$ cat src/rtl/ppl_ray_scheduler.sv
// Ring-slot scheduler and frame sequencer for the ray-march pipeline.
// Optional statistics outputs are built when PPL_SCHED_STATS_EN is defined.
module ppl_ray_scheduler #(
  parameter int NUM_PIXELS     = 76800,
  parameter int ADDR_W         = 17,
  parameter int PREPARE_CYCLES = 4,
  parameter int MAX_STEPS      = 63,
  parameter int ITER_W         = 6,
  parameter int PIPE_DEPTH     = 16
) (
  input  logic                                  clk_ppl,
  input  logic                                  rst,
  input  logic                                  enable,
  input  logic                                  frame_req,
  input  logic                                  slot_valid,
  input  logic                                  slot_hit,
  input  logic [ITER_W-1:0]                     slot_iter,
  input  logic [ADDR_W-1:0]                     slot_addr,
  output logic                                  param_latch,
  output logic                                  is_preparing,
  output logic                                  inject,
  output logic [ADDR_W-1:0]                     inject_addr,
  output logic                                  recirc,
  output logic                                  retire,
  output logic [ADDR_W-1:0]                     retire_addr,
  output logic                                  retire_forced,
  output logic [$clog2(PIPE_DEPTH+1)-1:0]       in_flight,
  output logic                                  frame_done
`ifdef PPL_SCHED_STATS_EN
  ,
  output logic [31:0]                           stat_frame_cycles,
  output logic [31:0]                           stat_ray_steps
`endif
);

  localparam int FLT_W  = $clog2(PIPE_DEPTH + 1);
  localparam int PREP_W = $clog2(PREPARE_CYCLES + 1);
  localparam logic [PREP_W-1:0] PREP_LAST = PREP_W'(PREPARE_CYCLES - 1);
  localparam logic [ADDR_W-1:0] ADDR_LAST = ADDR_W'(NUM_PIXELS - 1);
  localparam logic [ITER_W-1:0] ITER_CAP  = ITER_W'(MAX_STEPS);
  localparam logic [FLT_W-1:0]  FLT_MAX   = FLT_W'(PIPE_DEPTH);

  typedef enum logic [2:0] {
    S_IDLE    = 3'd0,
    S_LATCH   = 3'd1,
    S_PREPARE = 3'd2,
    S_RUN     = 3'd3,
    S_DRAIN   = 3'd4
  } state_t;

  state_t              state_r;
  logic [PREP_W-1:0]   prep_cnt_r;
  logic [ADDR_W-1:0]   addr_r;
  logic [FLT_W-1:0]    in_flight_r;
  logic                run_s;
  logic                live_s;
  logic                fin_s;

  assign run_s  = (state_r == S_RUN);
  // Slots are only acted on while a frame is actually marching.
  assign live_s = enable & (run_s | (state_r == S_DRAIN));
  assign fin_s  = slot_valid & (slot_hit | (slot_iter >= ITER_CAP));

  assign recirc        = live_s & slot_valid & ~fin_s;
  assign retire        = live_s & fin_s;
  assign retire_forced = retire & ~slot_hit;
  assign retire_addr   = retire ? slot_addr : {ADDR_W{1'b0}};
  assign inject        = enable & run_s & (~slot_valid | fin_s);
  assign inject_addr   = addr_r;
  assign in_flight     = in_flight_r;
  assign param_latch   = enable & (state_r == S_LATCH);
  assign is_preparing  = ~(run_s | (state_r == S_DRAIN));
  assign frame_done    = enable & (state_r == S_DRAIN) & (in_flight_r == {FLT_W{1'b0}});

  // Frame sequencer, pixel address counter and live-ray count.
  always_ff @(posedge clk_ppl or posedge rst) begin
    if (rst) begin
      state_r     <= S_IDLE;
      prep_cnt_r  <= {PREP_W{1'b0}};
      addr_r      <= {ADDR_W{1'b0}};
      in_flight_r <= {FLT_W{1'b0}};
    end else if (enable) begin
      case (state_r)
        S_IDLE: begin
          if (frame_req) begin
            state_r <= S_LATCH;
            addr_r  <= {ADDR_W{1'b0}};
          end
        end
        S_LATCH: begin
          state_r    <= S_PREPARE;
          prep_cnt_r <= {PREP_W{1'b0}};
        end
        S_PREPARE: begin
          if (prep_cnt_r == PREP_LAST) state_r <= S_RUN;
          else                         prep_cnt_r <= prep_cnt_r + PREP_W'(1);
        end
        S_RUN: begin
          // Address parks on the last pixel so it never leaves the frame.
          if (inject) begin
            if (addr_r == ADDR_LAST) state_r <= S_DRAIN;
            else                     addr_r  <= addr_r + ADDR_W'(1);
          end
        end
        S_DRAIN: begin
          if (in_flight_r == {FLT_W{1'b0}}) state_r <= S_IDLE;
        end
        default: state_r <= S_IDLE;
      endcase

      if (inject && !retire && (in_flight_r != FLT_MAX))
        in_flight_r <= in_flight_r + FLT_W'(1);
      else if (retire && !inject && (in_flight_r != {FLT_W{1'b0}}))
        in_flight_r <= in_flight_r - FLT_W'(1);
    end
  end

`ifdef PPL_SCHED_STATS_EN
  logic [31:0] frame_cycles_r;
  logic [31:0] ray_steps_r;

  // Per-frame cycle and recirculation counters; cleared at LATCH, frozen in IDLE.
  always_ff @(posedge clk_ppl or posedge rst) begin
    if (rst) begin
      frame_cycles_r <= 32'd0;
      ray_steps_r    <= 32'd0;
    end else if (enable) begin
      if (state_r == S_LATCH) begin
        frame_cycles_r <= 32'd1;
        ray_steps_r    <= 32'd0;
      end else if (state_r != S_IDLE) begin
        frame_cycles_r <= frame_cycles_r + 32'd1;
        if (recirc) ray_steps_r <= ray_steps_r + 32'd1;
      end
    end
  end

  assign stat_frame_cycles = frame_cycles_r;
  assign stat_ray_steps    = ray_steps_r;
`endif

endmodule

$ cat config.mk
export PLATFORM = sky130hd
export DESIGN_NAME = ppl_ray_scheduler
export DESIGN_NICKNAME = d
export VERILOG_FILES = /design/src/rtl/ppl_ray_scheduler.sv
export SDC_FILE = /design/constraint.sdc
export NUM_CORES = 1
export LEC_CHECK = 0
export BUFFER_PORTS_ARGS = -buffer_cell sky130_fd_sc_hd__buf_2
export CORE_MARGIN = 5
export CORE_UTILIZATION = 53
export CTS_CLUSTER_DIAMETER = 100
export DETAILED_ROUTE_END_ITERATION = 8
export PLACE_DENSITY_LB_ADDON = 0.1
export SLEW_MARGIN = 20
export SYNTH_ARGS = -nofsm -noshare
export SYNTH_HDL_FRONTEND = slang
export SYNTH_SLANG_ARGS = --single-unit
$ cat constraint.sdc
create_clock -name clk_ppl -period 6.2 [get_ports clk_ppl]
set_clock_uncertainty 0.1 [all_clocks]
set_input_delay 0.62 -clock clk_ppl [delete_from_list [all_inputs] [get_ports clk_ppl]]
set_output_delay 0.62 -clock clk_ppl [all_outputs]
set_load 0.01 [all_outputs]
# Word level (Yosys, flattened, before mapping)
# Index checks and enable logic that the tools add are counted.
# Widths: inputs -> output; s select.
[classes]
order_cmp = 1
muxes = 15
n_bitwise = 18
reduce_logical = 16
eq_ne = 14
add_sub_neg = 4
[ops]
columns = ["operator", "n"]
rows = [
  ["$mux 17", 4],
  ["$pmux 17 s2", 1],
  ["$mux 3", 6],
  ["$add 17x1->17 const B", 1],
  ["$eq 17x17->1 const B", 1],
  ["$pmux 3 s5", 1],
  ["$and 1x1->1", 11],
  ["$mux 5", 2],
  ["$ne 2x2->1 const B", 5],
  ["$eq 3x2->1 const B", 3],
  ["$ge 6x6->1 const B", 1],
  ["$pmux 3 s2", 1],
  ["$reduce_and 6->1", 1],
  ["$reduce_bool 2->1", 3],
  ["$add 5x1->5 const B", 1],
  ["$logic_not 5->1", 1],
  ["$ne 5x5->1 const B", 1],
  ["$reduce_and 5->1", 1],
  ["$reduce_bool 5->1", 1],
  ["$sub 5x1->5 const B", 1],
  ["$logic_and 1x1->1", 4],
  ["$ne 2x1->1 const B", 2],
  ["$not 1->1", 4],
  ["$add 3x1->3 const B", 1],
  ["7 further kinds", 10],
]
[totals]
ff_bits = 28
elab_cells = 72
inputBits = 29
output_inout_bits = 46

# Logic depth before layout (Yosys ltp)
[logic_depth]
depth_word = 10
depth_mapped = 10
ltp_nobuf = 9

# Least setup slack after synthesis
# Ideal clock, no wire load.
[synth_timing]
path_type = "input -> register"
start = "input port enable"
end = "register in_flight_r[4], in the netlist in_flight[4]"
slack_ps = 3312
n_path_buf = 1
stages = 10
arrival_ps = 2662
t_required_ps = 5974
setup_ps = 126
cell_sequence = "clkbuf_1 -> nand4b_1 -> nor2_1 -> nand2_1 -> fa_1 -> a21o_1 -> a21oi_1 -> and4_1 -> a21oi_1 -> a221o_1"
[synth_between]
elab_chain_cells = 7
elab_cells_between_ends = 13
cone_classes = "1 x mux; 4 x bitwise; 8 x reduce/logical"
[synth_lines]
columns = ["element", "line_no", "rtl"]
rows = [
  ["from (decl)", "13", "input logic enable,"],
  ["$and 1x1->1, on equally long branches", "61, 68", ""],
  ["$and 1x1->1, on equally long branches", "65, 68", ""],
  ["$logic_not 1->1, on equally long branches", "111, 113", ""],
  ["$logic_and 1x1->1, on equally long branches (2 in a row)", "111, 113", ""],
  ["$reduce_bool 2->1 (no source line)", "-", ""],
  ["$reduce_and 2->1 (no source line)", "-", ""],
  ["to (signal assigned)", "81", "in_flight_r <= {FLT_W{1'b0}};"],
  ["to (signal assigned)", "112", "in_flight_r <= in_flight_r + FLT_W'(1);"],
  ["to (signal assigned)", "114", "in_flight_r <= in_flight_r - FLT_W'(1);"],
  ["to (decl)", "54", "logic [FLT_W-1:0] in_flight_r;"],
]
# Several ways; a longest one is shown, not always the timed one.
# A chain may end at the register's enable or synchronous reset.

# Worst setup path in the final report
[layout_timing]
start = "register in_flight_r[0], in the netlist in_flight[0]"
end = "register in_flight_r[4], in the netlist in_flight[4]"
[layout_between]
elab_chain_cells = 4
elab_cells_between_ends = 10
cone_classes = "2 x add/sub; 1 x eq/ne; 2 x mux; 5 x reduce/logical"
[layout_lines]
columns = ["element"]
rows = [
  ["branches (longest 4 deep; another with $sub 5x1->5)"],
]
# Several ways; the timed one is not identified. The select of a mux whose other input is x is not followed.

==> results.toml <==
[routing]
first_pass_iters = 4
wl_per_cell_microns = 15.2
drt_iter0_markers = 186
vias = 2110
drt.antenna.violating_nets = 0
drc_errors = 0
wl_mm = 5.29
avgViaCountPerCell = 6.05

[die]
die_w_microns = 71.7
pin_count = 75
start_util_pct = 55.0
coreArea_sq_mm = 0.00366
num_rows = 22
die_area_sq_mm = 0.00513
dieHeight_microns = 71.7

[cts]
cts.sink_count = 28
cts_hold_buf = 0
cts_tree = "done"
cts_buffer_depth = 2
cts_buffers = 3
clk_pin_slew_ps = 100
post_cts_resized = 0
cts.htree.levels = 1
root_buffer = "clkbuf_8"
postCtsSetupBuffers = 0
insertion_delay_ps = 270

[grt]
antenna_found_initial = 0
overflow = 0
grt_pass1_vias = 1868
grt_pass1_wl_mm = 8.58
grt_start_max_net_pins = 30
grt_use_total_pct = 20.3

[sta]
hold_slack_ps = 293
tns_ps = 0
setup_violations = 0
rsz0062_at_grt = "no"
final-hold-violation-count = 0
slew_viol_final = 0
maxSlewHeadroom_pct = 44.3
period_share_pct = 48.8
fmax_mhz = 331
fin_crit_ps = 3020
tightest_slew_ps = 829

[status]
outcome = "complete, no violations"

[yosys]
synthArstFlopShare_pct = 100
netlist_instances = 237
synth_cell_types = 46
synthTopCellsByArea = "dfrtp_1 (35%), and3_1 (6.2%), a21oi_1 (4.0%), ha_1 (3.7%), nand3_1 (3.7%)"
ys_ff_latch = 28
synthesis.area_sq_mm = 0.00201
syn_avg_cell_area_sq_um = 8.50
synth_top_flop_cell = "dfrtp_1"
synth_top_cell_area_share_pct = 34.8
synth_top_area_cell = "dfrtp_1"
syn_nets = 273
synth-edff-count = 0
ys_warn_count = 0
yosysSeqAreaShare_pct = 34.8

[critical_path]
startpoint_type = "flop"
worstSetupPathType = "reg -> reg"
worstSetupStartpoint = "in_flight[0]$_DFFE_PP0P_"
critPathRequiredTime_ps = 6270
path_max_fanout = 5
end_kind = "flop"
cp.arrival_ps = 3090
r2r-start = "in_flight[0]$_DFFE_PP0P_"

[cells_and_area]
diodes = 0
drive_above_1_share_pct = 27.6
final_common_cell = "buf_2"
mostFrequentLayoutCells = "buf_2 (74), dfrtp_1 (28), and3_1 (20)"
fin_nets = 338
area_growth_syn_to_layout_pct = 21.6

[pwr]
p_seq_share_pct = 36.2
p_sw_share_pct = 43.2
finalPower_mw = 0.826
p_comb_share_pct = 46.3
power_density_mw_per_mm2 = 337
clkPwrFrac_pct = 17.4
p_leak_nw = 1.28
p_sw_mw = 0.356
p_int_mw = 0.469
ir_drop_mv = 0.222

[place]
place_congestion = 0.839
portBuffers = 74
post-dp-hpwl_mm = 4.01

[min_path]
hold_class = "in -> async"

[job]
drv_cap = 0
[critical path, stage by stage (launching register included)]
cell and delay (ps):
dfrtp_1 460, nor4_1 760, nand2_1 140, nand2_1 200, ha_1 300, a21o_1 170, a21oi_1 210, and4_1 240
a21oi_1 50, a221o_1 290
[sequential cells by signal (all words and copies together) (netlist names)]
register	cells
inject_addr	17
in_flight	5
prep_cnt_r	3
state_r	3
[synthesized netlist by cell type (2+ instances only)]
master    count
a21o_1        5
a21oi_1      16
a31oi_1       2
and2_1        2
and3_1       20
and4_1        3
buf_2         2
buf_6         2
clkbuf_1     10
dfrtp_1      28
ha_1          6
inv_1         7
mux2i_1       6
nand2_1      16
nand2b_1      5
nand3_1      15
nand4_1       7
nand4b_1      2
nor2_1       15
nor2b_1       2
nor3_1        3
nor4_1        5
nor4b_1       2
o211ai_1      5
o21ai_0      10
o31ai_1       8
or3_1         4
or4_1        10
xor2_1        2
[cell type report]
cell class	instances	area [sq um]
Clock buffer	3	41.3
Clock inverter	1	30.0
Tap cell	48	60.1
Sequential cell	28	701
Timing Repair Buffer	74	370
Fill cell	334	1210
Inverter	7	26.3
Multi-Input combinational cell	188	1220
[power groups by stage]
stage	clock [mW]	combinational [mW]	sequential [mW]
2_1_floorplan	0	0.302	0.287
3_3_place_gp	0	0.373	0.299
3_5_place_dp	0	0.384	0.301
4_1_cts	0.147	0.385	0.298
5_1_grt	0.156	0.432	0.309
6_report	0.144	0.383	0.299
[layer usage]
layer	up-vias	wire [microns]	track usage, %
li1	1032	-	-
met1	1005	2330	27.4
met2	65	2520	33.1
met3	8	356	3.51
met4	0	92	6.68
met5	-	0	0
[stage by stage]
stage	cells	setup slack (ps)	util, %	instance area (sq um)
floorplan	237	3310	-	2010
global placement	345	3270	64.9	2370
detailed placement	345	3200	64.9	2370
CTS	349	3220	66.8	2450
global route	349	3060	66.9	2450
finish	349	3180	66.9	2450
[cell families after synthesis]
family | Yosys count | synth area share (%)
adder cells (fa/ha/maj) | 7 | 4.72
AND/OR/NAND/NOR | 116 | 33.4
buffers and inverters | 21 | 4.78
XOR/XNOR | 3 | 1.30
flip-flops | 28 | 34.8
AO/OA/AOI/OAI | 56 | 18.0
multiplexers | 6 | 2.98
[worst paths after layout]
kind	slack, ps	cells past startpoint	endpoint
worst max register to register	3180	9	in_flight[4]$_DFFE_PP0P_
worst max-delay path	3180	9	in_flight[4]$_DFFE_PP0P_
worst min-delay path	290	2	in_flight[1]$_DFFE_PP0P_
min in group clk_ppl	400	2	prep_cnt_r[2]$_DFFE_PP0P_
worst min register to register	400	2	prep_cnt_r[2]$_DFFE_PP0P_
max in group asynchronous	5330	2	prep_cnt_r[2]$_DFFE_PP0P_
No activity file was read; power rests on OpenSTA's default activity.
